===== src/rtl/pc_controller_pkg.sv =====
// Shared CPU definitions for the program-counter controller: FSM encoding and reset vector.
package pc_controller_pkg;

  localparam logic [15:0] PC_RESET_DEFAULT = 16'hFFFC;

  typedef enum logic [1:0] {
    IDLE   = 2'd0,
    BR_FIX = 2'd1,
    PUSH_H = 2'd2,
    PUSH_L = 2'd3
  } pc_state_t;

endpackage


===== src/rtl/pc_controller_incrementer.sv =====
// 8-bit adder with carry-in and carry-out, used for both PC byte paths.
module pc_incrementer (
  input  logic [7:0] i_a,
  input  logic [7:0] i_b,
  input  logic       i_cin,
  output logic [7:0] o_sum,
  output logic       o_cout
);

  logic [8:0] w_full;

  assign w_full = {1'b0, i_a} + {1'b0, i_b} + {8'h00, i_cin};
  assign o_sum  = w_full[7:0];
  assign o_cout = w_full[8];

endmodule


===== src/rtl/pc_controller.sv =====
// Program-counter controller: INC/JMP/relative branch with page fix-up, and two-cycle PC push.
module pc_controller
  import pc_controller_pkg::*;
#(
  parameter logic [15:0] RESET_PC = PC_RESET_DEFAULT
) (
  input  logic        CLK,
  input  logic        RESET_N,
  input  logic        INC_REQ,
  input  logic        JMP_REQ,
  input  logic [7:0]  ADL_IN,
  input  logic [7:0]  ADH_IN,
  input  logic        BR_REQ,
  input  logic [7:0]  BR_OFFSET,
  input  logic        PUSH_REQ,
  input  logic        ADDR_EN,
  output logic [7:0]  PCL_DATA,
  output logic [7:0]  PCH_DATA,
  output logic        PCL_LOAD,
  output logic        PCH_LOAD,
  output logic        PCL_DB_EN,
  output logic        PCH_DB_EN,
  output logic        PCL_ADL_EN,
  output logic        PCH_ADH_EN,
  output logic [15:0] PC_OUT,
  output logic        BUSY
);

  pc_state_t   r_state;
  pc_state_t   w_state_next;
  logic [15:0] r_pc;
  logic        r_br_up;

  logic        w_idle;
  logic        w_do_jmp;
  logic        w_do_br;
  logic        w_do_push;
  logic        w_do_inc;
  logic        w_br_cross;
  logic [7:0]  w_pcl_b;
  logic        w_pcl_cin;
  logic [7:0]  w_pcl_sum;
  logic        w_pcl_cout;
  logic [7:0]  w_pch_b;
  logic        w_pch_cin;
  logic [7:0]  w_pch_sum;
  logic        w_pch_cout;
  logic [15:0] w_next_pc;
  logic [15:0] w_pc_d;

  // Request decode: priority JMP > BR > PUSH > INC, only honoured in IDLE.
  assign w_idle    = (r_state == IDLE);
  assign w_do_jmp  = w_idle & JMP_REQ;
  assign w_do_br   = w_idle & ~JMP_REQ & BR_REQ;
  assign w_do_push = w_idle & ~JMP_REQ & ~BR_REQ & PUSH_REQ;
  assign w_do_inc  = w_idle & ~JMP_REQ & ~BR_REQ & ~PUSH_REQ & INC_REQ;

  // Operand muxes kept as separate assigns so the PCL carry feeds PCH without a comb-block loop.
  assign w_pcl_b    = w_do_br ? BR_OFFSET : '0;
  assign w_pcl_cin  = w_do_inc;
  assign w_pch_b    = ((r_state == BR_FIX) && !r_br_up) ? '1 : '0;
  assign w_pch_cin  = (r_state == BR_FIX) ? r_br_up : (w_do_inc & w_pcl_cout);
  assign w_br_cross = BR_OFFSET[7] ? ~w_pcl_cout : w_pcl_cout;

  pc_incrementer u_pcl_inc (
    .i_a    (r_pc[7:0]),
    .i_b    (w_pcl_b),
    .i_cin  (w_pcl_cin),
    .o_sum  (w_pcl_sum),
    .o_cout (w_pcl_cout)
  );

  pc_incrementer u_pch_inc (
    .i_a    (r_pc[15:8]),
    .i_b    (w_pch_b),
    .i_cin  (w_pch_cin),
    .o_sum  (w_pch_sum),
    .o_cout (w_pch_cout)
  );

  always_ff @(posedge CLK) begin
    if (!RESET_N) begin
      r_state <= IDLE;
    end else begin
      r_state <= w_state_next;
    end
  end

  always_ff @(posedge CLK) begin
    if (!RESET_N) begin
      r_pc    <= RESET_PC;
      r_br_up <= 1'b0;
    end else begin
      r_pc <= w_next_pc;
      if (w_do_br) begin
        r_br_up <= ~BR_OFFSET[7];
      end
    end
  end

  always_comb begin
    w_state_next = r_state;
    case (r_state)
      IDLE: begin
        if (w_do_br && w_br_cross) begin
          w_state_next = BR_FIX;
        end else if (w_do_push) begin
          w_state_next = PUSH_H;
        end
      end
      BR_FIX:  w_state_next = IDLE;
      PUSH_H:  w_state_next = PUSH_L;
      PUSH_L:  w_state_next = IDLE;
      default: w_state_next = IDLE;
    endcase
  end

  always_comb begin
    w_next_pc = r_pc;
    if (w_do_jmp) begin
      w_next_pc = {ADH_IN, ADL_IN};
    end else if (w_do_br) begin
      w_next_pc = {r_pc[15:8], w_pcl_sum};
    end else if (w_do_inc) begin
      w_next_pc = {w_pch_sum, w_pcl_sum};
    end else if (r_state == BR_FIX) begin
      w_next_pc = {w_pch_sum, r_pc[7:0]};
    end

    w_pc_d     = RESET_N ? w_next_pc : RESET_PC;
    PCL_DATA   = w_pc_d[7:0];
    PCH_DATA   = w_pc_d[15:8];
    PCL_LOAD   = RESET_N & (w_next_pc[7:0] != r_pc[7:0]);
    PCH_LOAD   = RESET_N & (w_next_pc[15:8] != r_pc[15:8]);
    PCH_DB_EN  = RESET_N & (r_state == PUSH_H);
    PCL_DB_EN  = RESET_N & (r_state == PUSH_L);
    PCL_ADL_EN = RESET_N & ADDR_EN & (r_state != PUSH_H) & (r_state != PUSH_L);
    PCH_ADH_EN = PCL_ADL_EN;
    BUSY       = RESET_N & (r_state != IDLE);
    PC_OUT     = r_pc;
  end

endmodule


===== config.mk =====
export PLATFORM = sky130hd
export DESIGN_NAME = pc_controller
export DESIGN_NICKNAME = d
export VERILOG_FILES = /design/src/rtl/pc_controller_pkg.sv /design/src/rtl/pc_controller_incrementer.sv /design/src/rtl/pc_controller.sv
export SDC_FILE = /design/constraint.sdc
export NUM_CORES = 1
export LEC_CHECK = 0
export CAP_MARGIN = 20
export CORE_MARGIN = 2
export CORE_UTILIZATION = 40
export DETAILED_ROUTE_END_ITERATION = 8
export DONT_BUFFER_PORTS = 1
export PLACE_DENSITY = 0.62
export SYNTH_ARGS = -nofsm -noshare
export SYNTH_HDL_FRONTEND = slang
export SYNTH_SLANG_ARGS = --single-unit

===== constraint.sdc =====
create_clock -name CLK -period 12.85 [get_ports CLK]
set_clock_uncertainty 0.05 [all_clocks]
set_input_delay 2.57 -clock CLK [delete_from_list [all_inputs] [get_ports CLK]]
set_output_delay 2.57 -clock CLK [all_outputs]
set_load 0.005 [all_outputs]

==> impl_metrics.prom <==
# TYPE chip_impl_metric gauge
chip_impl_metric{name="critical_path.max_fanout",unit=""} 11
chip_impl_info{name="hold_path.class",value="register to register"} 1
chip_impl_metric{name="ctsHoldBuffers",unit=""} 0
chip_impl_metric{name="placement.io_buffers",unit=""} 0
chip_impl_metric{name="finalCriticalPeriod",unit="ns"} 10.08
chip_impl_metric{name="groute.layer.met3.usage",unit="%"} 3.56
chip_impl_metric{name="drt_drc_violations_left",unit=""} 0
chip_impl_metric{name="pin_count",unit=""} 70
chip_impl_metric{name="post-cts-setup-buffer-count",unit=""} 0
chip_impl_metric{name="pwr_density_cell",unit="nW/um2"} 106
chip_impl_info{name="critical_path.reg2reg.endpoint",value="PC_OUT[14]"} 1
chip_impl_metric{name="reg2reg_depth",unit=""} 19
chip_impl_info{name="rsz0062_at_grt",value="false"} 1
chip_impl_metric{name="finalWorstSetupSlack",unit="ns"} 2.77
chip_impl_metric{name="ant_diodes",unit=""} 0
chip_impl_metric{name="vias",unit=""} 2114
chip_impl_metric{name="globalRouteOverflowTotal",unit=""} 0
chip_impl_metric{name="route.final.wire_length",unit="mm"} 6.27
chip_impl_metric{name="max-slew-margin-rel",unit="%"} 33.8
chip_impl_metric{name="cts.reportedPaths.clkPinSlew",unit="ns"} 0.09
chip_impl_metric{name="max_cap_violations",unit=""} 0
chip_impl_metric{name="final.hold.worst_slack",unit="ns"} 0.484
chip_impl_metric{name="groute.usage.overall",unit="%"} 20.1
chip_impl_metric{name="floorplan.initialDensity",unit="%"} 41.0
chip_impl_metric{name="yosys_warnings",unit=""} 0
chip_impl_metric{name="postSynthCellCount",unit=""} 302
chip_impl_metric{name="layout-area-overhead-vs-synth",unit="%"} 2.92
chip_impl_metric{name="cts_inserted_buffers",unit=""} 3
chip_impl_metric{name="core_area",unit="um2"} 5440
chip_impl_metric{name="num-nets-final",unit=""} 340
chip_impl_metric{name="drt.antenna.violating_nets",unit=""} 0
chip_impl_info{name="worst_r2r_startpoint",value="r_state[1]"} 1
chip_impl_metric{name="grt_antenna_before_repair",unit=""} 0
chip_impl_metric{name="vias_per_cell",unit=""} 5.84
chip_impl_metric{name="globalplace.congestion",unit=""} 0.853
chip_impl_metric{name="dpl_worst_slack",unit="ns"} 2.81
chip_impl_metric{name="timing.final.crit_share",unit="%"} 78.4
chip_impl_metric{name="post_synth_instance_area",unit="um2"} 2230
chip_impl_metric{name="ctsResizeCount",unit=""} 0
chip_impl_metric{name="fill_cells",unit=""} 562
chip_impl_info{name="min_delay_worst_endpoint",value="r_br_up"} 1
chip_impl_metric{name="global_route.usage.met2",unit="%"} 32.1
chip_impl_metric{name="worst_hold_path.num_cells",unit=""} 2
chip_impl_metric{name="max-clock-path-buffers",unit=""} 2
chip_impl_info{name="synthMostInstantiatedCell",value="nor2_1"} 1
chip_impl_metric{name="drive_above_1_share",unit="%"} 4.48
chip_impl_metric{name="final_hold_viol_count",unit=""} 0
chip_impl_info{name="worstSetupPathType",value="primary input to output port"} 1
chip_impl_info{name="yosys-top-cells-count",value="nor2_1, o21ai_0, nand2_1"} 1
chip_impl_metric{name="clock_latency",unit="ns"} 0.28
chip_impl_info{name="status",value="complete, no violations"} 1
chip_impl_metric{name="syn-mean-instance-area",unit="um2"} 7.39
chip_impl_metric{name="total_die_area",unit="um2"} 6190
chip_impl_info{name="yosys-top-cells-area",value="dfxtp_1, ha_1, nor2_1, xnor2_1, o21ai_0"} 1
chip_impl_metric{name="critical_path_arrival",unit="ns"} 7.46
chip_impl_metric{name="grt_pass1_wl",unit="mm"} 9.96
chip_impl_metric{name="worst_slew_pin_tran",unit="ns"} 0.991
chip_impl_info{name="worstSetupStartpointType",value="primary input"} 1
chip_impl_metric{name="yosysSeqAreaShare",unit="%"} 17.0
chip_impl_metric{name="fin_tns_setup",unit="ns"} 0
chip_impl_metric{name="detailedPlacementHpwl",unit="mm"} 4.63
chip_impl_metric{name="peak_freq",unit="MHz"} 99.2
chip_impl_metric{name="synthDistinctLibCells",unit=""} 58
chip_impl_metric{name="vdd_drop_max",unit="V"} 0.0000363
chip_impl_info{name="synth_ff_type",value="dfxtp_1"} 1
chip_impl_metric{name="synth-seq-cells",unit=""} 19
chip_impl_metric{name="timing.critical_path.required",unit="ns"} 10.23
chip_impl_metric{name="die_y",unit="um"} 78.7
chip_impl_metric{name="synth_async_sr_flop_share",unit="%"} 0
chip_impl_metric{name="postLayoutCoreUtil",unit="%"} 42.2
chip_impl_metric{name="grt_max_degree",unit=""} 27
chip_impl_metric{name="syn_nets",unit=""} 351
chip_impl_info{name="critPathLaunch",value="JMP_REQ"} 1
chip_impl_metric{name="power_leakage",unit="nW"} 0.920
chip_impl_metric{name="dieWidth",unit="um"} 78.7
chip_impl_info{name="crit_path_end_kind",value="output port"} 1
chip_impl_metric{name="grtUsageMet1",unit="%"} 27.8
chip_impl_metric{name="placementRows",unit=""} 27
chip_impl_info{name="root_buffer",value="clkbuf_8"} 1
chip_impl_metric{name="setup_viol_count_final",unit=""} 0
chip_impl_metric{name="drt_iter0_drc",unit=""} 85
chip_impl_metric{name="routed_length_per_instance",unit="um"} 17.3
chip_impl_metric{name="yosys.area.top_type_share",unit="%"} 17.0
chip_impl_info{name="cts_tree",value="built"} 1
chip_impl_metric{name="synth_enable_flop_cells",unit=""} 0
chip_impl_metric{name="firstDrtPassIters",unit=""} 4
chip_impl_metric{name="reg2reg_setup_slack",unit="ns"} 7.57
chip_impl_metric{name="h_tree_depth",unit=""} 1
chip_impl_metric{name="cts_sinks",unit=""} 19
chip_impl_info{name="yosys.area.top_type",value="dfxtp_1"} 1
chip_impl_info{name="global_route.peak_usage_layer",value="met2"} 1
chip_impl_info{name="timing.hold.worst.start",value="r_br_up"} 1
chip_impl_metric{name="grt_pass1_vias",unit=""} 1990
chip_impl_metric{name="final-max-slew-violation-count",unit=""} 0
==> metal layers <==
layer / up-vias / routed length (um) / share of wire (%)
met5: - / 0 / 0
met1: 985 / 3080 / 49
met2: 50 / 2770 / 44
li1: 1074 / - / -
met3: 5 / 356 / 5.7
met4: 0 / 68 / 1.1
==> stage by stage <==
stage | instance area (um2) | total power [mW] | std cells
finish | 2300 | 0.242 | 362
global placement | 2250 | 0.194 | 358
detailed placement | 2250 | 0.195 | 358
global route | 2300 | 0.261 | 362
floorplan | 2230 | 0.174 | 302
CTS | 2300 | 0.244 | 362
==> cells by family after synthesis <==
kind of cell | Yosys count | share of synthesized area, %
and+or+nand+nor | 109 | 24.6
buffers and inverters | 30 | 6.00
adders and majority gates | 18 | 11.4
AOI/OAI and AO/OA | 100 | 30.5
xor gates and xnor gates | 23 | 9.03
muxes | 3 | 1.35
DFF | 19 | 17.0
==> critical path: stages <==
cell      delay (ns)
nor4b_2         0.80
nand2_1         0.22
fa_1            0.48
fa_1            0.43
nor2b_1         0.16
o31a_1          0.18
o31a_1          0.15
o21ai_0         0.09
nand2b_1        0.13
o211ai_1        0.12
fa_1            0.43
fa_1            0.42
nor2b_1         0.17
o31ai_1         0.09
xnor2_1         0.22
xor2_1          0.17
nand4_1         0.13
o21a_1          0.19
o31a_1          0.31
==> layout make-up <==
type                    count  area, um2  area share (%)
well taps                  72       90.1            3.92
repair buffers              1       7.51           0.327
flip-flops and latches     19        380            16.6
clock buffers               4       45.0            1.96
inverters                  13       50.0            2.18
multi-input cells         253       1720            75.0
==> sequential cells by signal, summed over array words and instances (netlist names) <==
name and count:
PC_OUT 16, r_br_up 1, r_state 2
==> worst max-delay path by stage <==
stage / endpoint / cells after the start / slack (ns)
after floorplan: PCH_LOAD / 21 / 3.39
after global placement: PCH_LOAD / 19 / 3.03
after detailed placement: PCH_LOAD / 19 / 2.81
after CTS: PCH_LOAD / 19 / 2.81
after global routing: PCH_LOAD / 19 / 2.45
final: PCH_LOAD / 19 / 2.77
==> cells in the final DEF (no fill, tap or decap), drive strengths merged, types with 4 or more instances in the layout <==
| cell | n |
|---|---|
| fa | 4 |
| xnor2 | 14 |
| a21o | 6 |
| clkbuf | 4 |
| nor2 | 38 |
| a31oi | 4 |
| o21ai | 24 |
| and2 | 8 |
| o31a | 4 |
| o211ai | 4 |
| ha | 14 |
| a211oi | 14 |
| nor2b | 11 |
| a21oi | 19 |
| nand2 | 23 |
| dfxtp | 19 |
| inv | 12 |
| xor2 | 9 |
| nor4b | 4 |
==> report_power, final <==
part	leakage [nW]	total, mW	internal (mW)	switching, mW
combinational	0.740	0.118	0.0509	0.0675
sequential	0.157	0.0764	0.0649	0.0115
clock	0.0228	0.0476	0.0222	0.0254
total	0.920	0.242	0.138	0.104
Note: power is estimated with default switching activity, not from simulation.
